==> config.mk <==
export PLATFORM = sky130hd
export DESIGN_NAME = mem_arbiter
export DESIGN_NICKNAME = d
export VERILOG_FILES = /design/src/rtl/mem_arbiter.sv
export SDC_FILE = /design/constraint.sdc
export NUM_CORES = 1
export LEC_CHECK = 0
export CAP_MARGIN = 20
export CORE_ASPECT_RATIO = 0.6
export CORE_MARGIN = 1.5
export CORE_UTILIZATION = 45
export CTS_CLUSTER_DIAMETER = 60
export DETAILED_ROUTE_END_ITERATION = 10
export GPL_ROUTABILITY_DRIVEN = 1
export PLACE_DENSITY = 0.88
export SLEW_MARGIN = 20
export SYNTH_ARGS = -nofsm -noshare
export SYNTH_HDL_FRONTEND = slang
export SYNTH_SLANG_ARGS = --single-unit
export TNS_END_PERCENT = 100
==> constraint.sdc <==
create_clock -name clk -period 2.8 [get_ports clk]
set_input_delay 0.84 -clock clk [delete_from_list [all_inputs] [get_ports clk]]
set_output_delay 0.84 -clock clk [all_outputs]
set_load 0.01 [all_outputs]
==> src/rtl/mem_arbiter.sv <==
// Arbitrates the single-ported main memory between the I-cache and D-cache miss handlers.
// Optional feature: define MEM_ARB_ROUND_ROBIN_EN for round-robin arbitration (default: D-side priority).
module mem_arbiter #(
  parameter int ADDR_W      = 16,
  parameter int DATA_W      = 16,
  parameter int BLOCK_WORDS = 8,
  localparam int WI         = $clog2(BLOCK_WORDS)
) (
  input  logic              clk,
  input  logic              rst_n,
  input  logic              i_req,
  input  logic [ADDR_W-1:0] i_addr,
  output logic              i_grant,
  output logic              i_data_vld,
  output logic              i_done,
  input  logic              d_req,
  input  logic              d_we,
  input  logic [ADDR_W-1:0] d_addr,
  input  logic [DATA_W-1:0] d_wdata,
  output logic              d_grant,
  output logic              d_data_vld,
  output logic              d_done,
  output logic [DATA_W-1:0] rdata,
  output logic [WI-1:0]     word_idx,
  output logic              mem_en,
  output logic              mem_wr,
  output logic [ADDR_W-1:0] mem_addr,
  output logic [DATA_W-1:0] mem_wdata,
  input  logic [DATA_W-1:0] mem_rdata,
  input  logic              mem_rvld,
  output logic [1:0]        dbgState
);

  // Handshake: a requester raises req and holds it (with stable inputs) until its done
  // pulse; it must drop req in the following cycle or it is granted again.
  typedef enum logic [1:0] {IDLE, FILL_I, FILL_D, WRITE_D} stateT;

  localparam logic [ADDR_W-1:0] ALIGN_MASK = ~ADDR_W'(BLOCK_WORDS * 2 - 1);
  localparam logic [WI:0]       NUM_WORDS  = (WI + 1)'(BLOCK_WORDS);
  localparam logic [WI-1:0]     LAST_IDX   = WI'(BLOCK_WORDS - 1);

  stateT             state;
  logic [WI:0]       issueCnt;
  logic [WI-1:0]     retCnt;
  logic [ADDR_W-1:0] baseAddr;
  logic [ADDR_W-1:0] iBase;
  logic [ADDR_W-1:0] dBase;
  logic              pickI;
  logic              pickD;

`ifdef MEM_ARB_ROUND_ROBIN_EN
  logic rrPtrD;  // side that wins the next tie: 1 = D, 0 = I
`endif

  assign iBase = i_addr & ALIGN_MASK;
  assign dBase = d_addr & ALIGN_MASK;

  always_comb begin
    pickI = 1'b0;
    pickD = 1'b0;
    if (i_req && d_req) begin
`ifdef MEM_ARB_ROUND_ROBIN_EN
      if (rrPtrD) pickD = 1'b1;
      else        pickI = 1'b1;
`else
      pickD = 1'b1;
`endif
    end else if (d_req) begin
      pickD = 1'b1;
    end else if (i_req) begin
      pickI = 1'b1;
    end
  end

  always_ff @(posedge clk) begin
    if (!rst_n) begin
      state     <= IDLE;
      issueCnt  <= '0;
      retCnt    <= '0;
      baseAddr  <= '0;
      mem_en    <= 1'b0;
      mem_wr    <= 1'b0;
      mem_addr  <= '0;
      mem_wdata <= '0;
`ifdef MEM_ARB_ROUND_ROBIN_EN
      rrPtrD    <= 1'b0;
`endif
    end else begin
      case (state)
        IDLE: begin
          mem_en   <= 1'b0;
          mem_wr   <= 1'b0;
          issueCnt <= '0;
          retCnt   <= '0;
          if (pickD && d_we) begin
            state     <= WRITE_D;
            mem_en    <= 1'b1;
            mem_wr    <= 1'b1;
            mem_addr  <= d_addr;
            mem_wdata <= d_wdata;
          end else if (pickD) begin
            state    <= FILL_D;
            baseAddr <= dBase;
            mem_en   <= 1'b1;
            mem_addr <= dBase;
            issueCnt <= (WI + 1)'(1);
          end else if (pickI) begin
            state    <= FILL_I;
            baseAddr <= iBase;
            mem_en   <= 1'b1;
            mem_addr <= iBase;
            issueCnt <= (WI + 1)'(1);
          end
`ifdef MEM_ARB_ROUND_ROBIN_EN
          if (pickD)      rrPtrD <= 1'b0;
          else if (pickI) rrPtrD <= 1'b1;
`endif
        end
        FILL_I, FILL_D: begin
          // issueCnt counts commands already placed on the bus; word 0 went out on grant.
          if (issueCnt < NUM_WORDS) begin
            mem_en   <= 1'b1;
            mem_addr <= baseAddr + (ADDR_W'(issueCnt) << 1);
            issueCnt <= issueCnt + 1'b1;
          end else begin
            mem_en <= 1'b0;
          end
          if (mem_rvld) begin
            retCnt <= retCnt + 1'b1;
            if (retCnt == LAST_IDX) begin
              state  <= IDLE;
              retCnt <= '0;
            end
          end
        end
        WRITE_D: begin
          state  <= IDLE;
          mem_en <= 1'b0;
          mem_wr <= 1'b0;
        end
        default: state <= IDLE;
      endcase
    end
  end

  assign i_grant    = (state == FILL_I);
  assign d_grant    = (state == FILL_D) || (state == WRITE_D);
  assign i_data_vld = (state == FILL_I) && mem_rvld;
  assign d_data_vld = (state == FILL_D) && mem_rvld;
  assign i_done     = i_data_vld && (retCnt == LAST_IDX);
  assign d_done     = (d_data_vld && (retCnt == LAST_IDX)) || (state == WRITE_D);
  assign rdata      = mem_rdata;
  assign word_idx   = retCnt;
  assign dbgState   = state;

endmodule
==> results of run 1 <==
## area by class of cell
| cell class | instances | area, µm² | share of cell area [%] |
|---|---|---|---|
| clock inverter | 2 | 16.3 | 0.419 |
| timing repair buffer | 106 | 1040 | 26.7 |
| inverter | 7 | 26.3 | 0.677 |
| multi-input combinational | 238 | 1510 | 39.0 |
| sequential | 55 | 1100 | 28.4 |
| clock buffer | 6 | 82.6 | 2.13 |
| tap | 84 | 105 | 2.71 |
## through the flow
stage	TNS, ps	std cells	util (%)	hold slack [ps]	worst slack (ps)
floorplan	0	339	-	476	523
global placement	-420	490	61.7	442	-174
detailed placement	-451	490	61.7	445	-183
CTS	0	498	63.2	459	41.6
global route	0	498	63.2	483	4.37
finish	0	498	63.2	457	45.2
## sequential cells by signal, summed over array words and instances (netlist names)
| register | cells |
|---|---|
| baseAddr | 12 |
| mem_wdata | 16 |
| mem_addr | 16 |
| mem_en | 1 |
| issueCnt | 4 |
| mem_wr | 1 |
| dbgState | 2 |
| word_idx | 3 |
## layer usage
metal / vias to the layer above / GRT usage, % / wire (µm)
li1: 1331 / - / -
met1: 1253 / 28.3 / 3500
met2: 118 / 36.4 / 3280
met3: 6 / 4.93 / 596
met4: 0 / 4.39 / 38
met5: - / 0 / 0
## kinds of logic after synthesis
kind of cell,after synthesis
buf+inv,46
xor+xnor,2
fa+ha+maj,10
simple gates,126
compound gates,85
flops,55
mux,15
## critical path: stages
cell and delay [ps]:
clkdlybuf4s50_1 440, and2_1 190, a21o_1 170, dlygate4sd2_1 280
## worst min-delay path by stage
stage                   from       endpoint  depth (start not counted)
3_3_place_gp   mem_wdata[15]  mem_wdata[15]                          2
4_1_cts          mem_addr[7]    mem_addr[7]                          2
3_5_place_dp     mem_addr[7]    mem_addr[7]                          2
2_1_floorplan    baseAddr[4]    baseAddr[4]                          1
6_report         mem_addr[7]    mem_addr[7]                          2
5_1_grt        mem_wdata[15]  mem_wdata[15]                          2
## synth_stat cells, drive strengths merged (3+ instances only)
master,number
a31oi,6
inv,7
and3,7
dfxtp,55
o211a,9
mux2i,12
nand2,59
nand3,12
ha,10
clkbuf,12
nand2b,4
a21boi,21
buf,27
nor2,15
o31a,3
mux2,3
o21ai,12
a21oi,9
nor4,3
o211ai,5
nor2b,6
or3,4
a221oi,4
nor3,4
a32oi,3
## power by group through the flow
stage	sequential (mW)	combinational, mW	clock [mW]
after CTS	1.13	1.53	0.473
after global routing	1.16	1.66	0.507
final	1.13	1.53	0.468
after global placement	1.13	1.48	0
after detailed placement	1.15	1.53	0
after floorplan	1.18	0.899	0
==> summary.md, run 1 <==
| Metric | Value |
|---|---|
| Status | complete, no violations |
| Global route overflow | 0 |
| Net Switching | approximately 1.2 mW |
| Via count | roughly 2700 |
| R2R Path End | mem_addr[8] |
| Rel. slew slack | between 60 and 70% |
| Pwr per Cell Area | 806 nW/µm² |
| Synth top area share | a little under two fifths |
| H-tree levels | 2 |
| Max Cap Viol | 0 |
| Synth area leaders | dfxtp_1 (38%), nand2_1 (7.7%), a21boi_0 (5.0%), buf_4 (4.4%), ha_1 (4.3%) |
| Antenna violations before repair | 0 |
| Hold-fix buffers, CTS | 0 |
| Hold WC Path Type | reg2reg |
| Maximum vdd ir drop | just under 0.4 mV |
| DP Area | 3790 µm² |
| Nets | between 400 and 500 |
| Fraction of the mapped netlist area in compound gates | 21.7% |
| Clock Skews | 10.4 ps |
| Clock network fraction of total power | between 10 and 15% |
| GRT Util Overall | approximately 22% |
| Reg power frac | 36.3% |
| Initial core utilization | between 40% and 50% |
| CTS sink cnt | 55 |
| Root Buffer | clkbuf_8 |
| Core ar. | ~6100 µm² |
| Combinational power share | around 50% |
| R2R depth | 7 |
| WP data arrival | about 1900 ps |
| Final Cycle Share | around 98% |
| Syn_area_per_cell | between 8 and 9 µm² |
| Sequential share of the synthesized area | 38.2% |
| Clock latency on the worst-skew pair | slightly above 300 ps |
| Routability congestion estimate | between 0.8 and 0.9 |
| Final Instance Area | 3880 µm² |
| I/O pin count | about 130 |
| Fmax | 363 MHz |
| WL final | approximately 7.4 mm |
| Share of cells above drive strength 1 | between 6 and 7% |
| Detailed Place HPWL | ~5.6 mm |
| Minimum clock period | ~2800 ps |
| Final Hold Fails | 0 |
| Num rows | 22 |
| Syn Nets | ~420 |
| Drt pass-1 iters | 4 |
| Overall power | 3.13 mW |
| Post-Synth Simple-Gate Area | a little over 20% |
| DR vias/cell | roughly 5.4 |
| Number of synthesized flops with an enable pin | 0 |
| First-pass GRT wire length | between 10 and 15 mm |
| Most frequent cells in the layout | clkdlybuf4s50_1 (90), nand2_1 (59), dfxtp_1 (55) |
| Post-Synth XOR/XNOR Area | less than 1% |
| CP max FO | 4 |
| Crit end category | output port |
| Die height | 65.0 µm |
| R2r startpoint | dbgState[1] |
| Library cells used by synthesis | 46 |
| Filler Cell Count | between 500 and 600 |
| Clock buffer depth | 2 |
| FF-to-FF setup slack | 600 ps |
| Setup crit end | d_done |
| Post-synthesis adder-cell area fraction | 4.34% |
| Initial DRC Count | around 270 |
| WL/cell | roughly 15 µm |
| RSZ-0062 raised after global routing | no |
| Post-synthesis cell count | approximately 340 |
| Die Footprint | ~6900 µm² |
| Synth Flop Type | dfxtp_1 |
| TritonCTS clock tree | done |
| Main combinational cell family by area after synthesis | compound AO/OA/AOI/OAI gates |
| Internal | 1.92 mW |
| Clock buffer count from CTS | 5 |
| Final-report max-slew violation count | 0 |
| Vias in the first global route | around 2500 |
| Post-CTS sizing | 4 |
| Synth area leader | dfxtp_1 |
| Setup CP Type | in2out |
| Mux cell area share after synthesis | about 5.3% |
| Most common cell after layout, fill and taps aside | clkdlybuf4s50_1 |
| Pin count of the biggest net entering global routing | 34 |
| I/O Buffers | between 90 and 100 |
| Worst-margin pin slew | approximately 510 ps |
| Switch share | about two fifths |
| Synth Warn # | 0 |
| Post-CTS setup buffer count | 0 |
| Worst Setup SP | mem_rvld |
| Post-synthesis register bit count | 55 |
| Die Wd | 106 µm |
| Setup-failing EPs final | 0 |
| Ys async rst share | 0% |
| Crit path required time | 1960 ps |
| LEAKAGE | 1.57 nW |
| Synth Cell Area | about 2900 µm² |
| Final antenna diode count | 0 |
| Critical Path Source Type | input pin |
| Clock slew at reported path FFs | ~90 ps |
| Antenna viol nets, final | 0 |
| Area Growth Syn to Fin | 34.7% |
| DR DRC count | 0 |
(Power assumes the default switching activity.)
==> run 2: changes to the inputs <==
--- a/config.mk
+++ b/config.mk
@@ -8,11 +8,13 @@
 export CAP_MARGIN = 20
 export CORE_ASPECT_RATIO = 0.6
 export CORE_MARGIN = 1.5
-export CORE_UTILIZATION = 45
+export CORE_UTILIZATION = 60
 export CTS_CLUSTER_DIAMETER = 60
 export DETAILED_ROUTE_END_ITERATION = 10
+export DONT_BUFFER_PORTS = 1
 export GPL_ROUTABILITY_DRIVEN = 1
-export PLACE_DENSITY = 0.88
+export PLACE_DENSITY = 0.78
+export RECOVER_POWER = 25
 export SLEW_MARGIN = 20
 export SYNTH_ARGS = -nofsm -noshare
 export SYNTH_HDL_FRONTEND = slang
==> summary.md, run 2 (synthesis gave the netlist of run 1 again) <==
| Metric | Value |
|---|---|
| Status | complete, no violations |
| Crit path required time | 1960 ps |
| Final core occ | between 60 and 70% |
| Setup-failing EPs final | 0 |
| Initial core utilization | 62.8% |
| LEAKAGE | 1.18 nW |
| DP Cell Count | about 370 |
| Critical Path Source Type | flop |
| Internal | 1.70 mW |
| Initial DRC Count | 101 |
| Die Wd | about 92 µm |
| Clock buffer depth | 2 |
| Setup CP Type | reg2out |
| First-pass GRT wire length | about 10 mm |
| Post-route setup TNS | 0 ps |
| DR vias/cell | between 6 and 7 |
| Combinational power share | 37.3% |
| Hold-fix buffers, CTS | 0 |
| Final Instance Area | just under 3000 µm² |
| Clock Skews | roughly 6.7 ps |
| Reg power frac | between 40% and 50% |
| Antenna viol nets, final | 0 |
| Clock network fraction of total power | 19.5% |
| R2R Path End | mem_addr[8] |
| Core ar. | ~4600 µm² |
| Clock buffer count from CTS | 5 |
| R2R depth | 7 |
| TritonCTS clock tree | done |
| GRT Util Overall | 24.3% |
| WP data arrival | about 1500 ps |
| Pwr per Cell Area | a little under 1000 nW/µm² |
| I/O pin count | roughly 130 |
| Post-CTS sizing | 0 |
| Root Buffer | clkbuf_8 |
| FF-to-FF setup slack | between 600 and 700 ps |
| WL final | slightly above 6 mm |
| RSZ-0062 raised after global routing | no |
| Die Footprint | around 5200 µm² |
| R2r startpoint | dbgState[0] |
| CP max FO | 5 |
| Crit end category | output port |
| Most frequent cells in the layout | nand2_1 (59), dfxtp_1 (55), a21boi_0 (19) |
| Global route overflow | 0 |
| Max Cap Viol | 0 |
| DR DRC count | 0 |
| Antenna violations before repair | 0 |
| Area Growth Syn to Fin | -0.000139% |
| Pin count of the biggest net entering global routing | between 40 and 50 |
| Maximum vdd ir drop | 0.472 mV |
| Hold WC Path Type | reg2reg |
| DP Area | 2760 µm² |
| Detailed Place HPWL | 4.37 mm |
| H-tree levels | 2 |
| Largest registers | mem_addr x16, mem_wdata x16, baseAddr x12 |
| Final-report max-slew violation count | 0 |
| Switch share | 39.3% |
| Clock latency on the worst-skew pair | slightly above 300 ps |
| Post-CTS setup buffer count | 0 |
| WL/cell | roughly 16 µm |
| Drt pass-1 iters | 4 |
| Clock slew at reported path FFs | approximately 90 ps |
| Worst-margin pin slew | ~610 ps |
| Die height | around 57 µm |
| Vias in the first global route | roughly 2100 |
| Rel. slew slack | about three fifths |
| Nets | 393 |
| I/O Buffers | 0 |
| Via count | roughly 2300 |
| Share of cells above drive strength 1 | under 10% |
| Final Hold Fails | 0 |
| Num rows | 19 |
| Hold Startpoint | mem_addr[7] |
| Final Cycle Share | roughly 84% |
| WHS Endpoint | mem_addr[7] |
| Net Switching | roughly 1.1 mW |
| Final antenna diode count | 0 |
| Fmax | 427 MHz |
| Finished Layout Cells | between 300 and 400 |
| CTS sink cnt | between 50 and 60 |
| Minimum clock period | 2340 ps |
| Routability congestion estimate | ~0.84 |
| Most common cell after layout, fill and taps aside | nand2_1 |
| Hold Crit Depth | 2 |
| Filler Cell Count | about 410 |
[run 2: cell types whose count changed in the layout (fill, tap and decap cells not counted), sizes merged]
cell / before / now
buf: 12 / 6
dlygate4sd2: 4 / 0
bufinv: 0 / 1
clkinvlp: 1 / 0
clkdlybuf4s50: 90 / 0
[run 2: metal layers]
layer,vias up,part of all wire [%],global-route usage [%]
li1,1128,-,-
met1,1051,49,34.1
met2,81,41,35.5
met3,18,8.4,7.45
met4,0,1.5,7.91
met5,-,0,0
[run 2: area by class of cell]
cell class                 instances  area (µm²)  share of cell area, %
multi-input combinational        238        1510                   52.5
sequential                        55        1100                   38.2
timing repair buffer               6        45.0                   1.56
clock inverter                     2        35.0                   1.22
inverter                           7        26.3                  0.912
tap                               63        78.8                   2.74
clock buffer                       6        82.6                   2.87
[run 2: worst max-delay path, stage by stage, from the launching register on]
cell	delay, ps
dfxtp_1	480
inv_1	120
ha_1	200
and2_1	180
a21o_1	220
[run 2: worst max-delay path by stage]
stage / startpoint / cells after the start / slack [ps] / end
after global routing: dbgState[0] / 4 / 350 / d_done
after CTS: dbgState[0] / 4 / 450 / d_done
final: dbgState[0] / 4 / 460 / d_done
after global placement: dbgState[0] / 7 / 660 / mem_addr[8]
after floorplan: mem_rvld / 3 / 520 / d_done
after detailed placement: dbgState[0] / 7 / 650 / mem_addr[8]
[run 2: power groups by stage]
stage	combinational [mW]	clock, mW	sequential (mW)
floorplan	0.899	0	1.18
finish	1.04	0.546	1.21
CTS	1.04	0.556	1.21
detailed placement	1.04	0	1.23
global route	1.18	0.588	1.24
global placement	1.02	0	1.22
[run 2: metrics by stage]
step	worst slack, ps	power [mW]	hold WS [ps]
2_1_floorplan	523	2.08	476
3_3_place_gp	655	2.24	486
3_5_place_dp	655	2.27	494
4_1_cts	450	2.81	512
5_1_grt	347	3.01	532
6_report	459	2.80	510
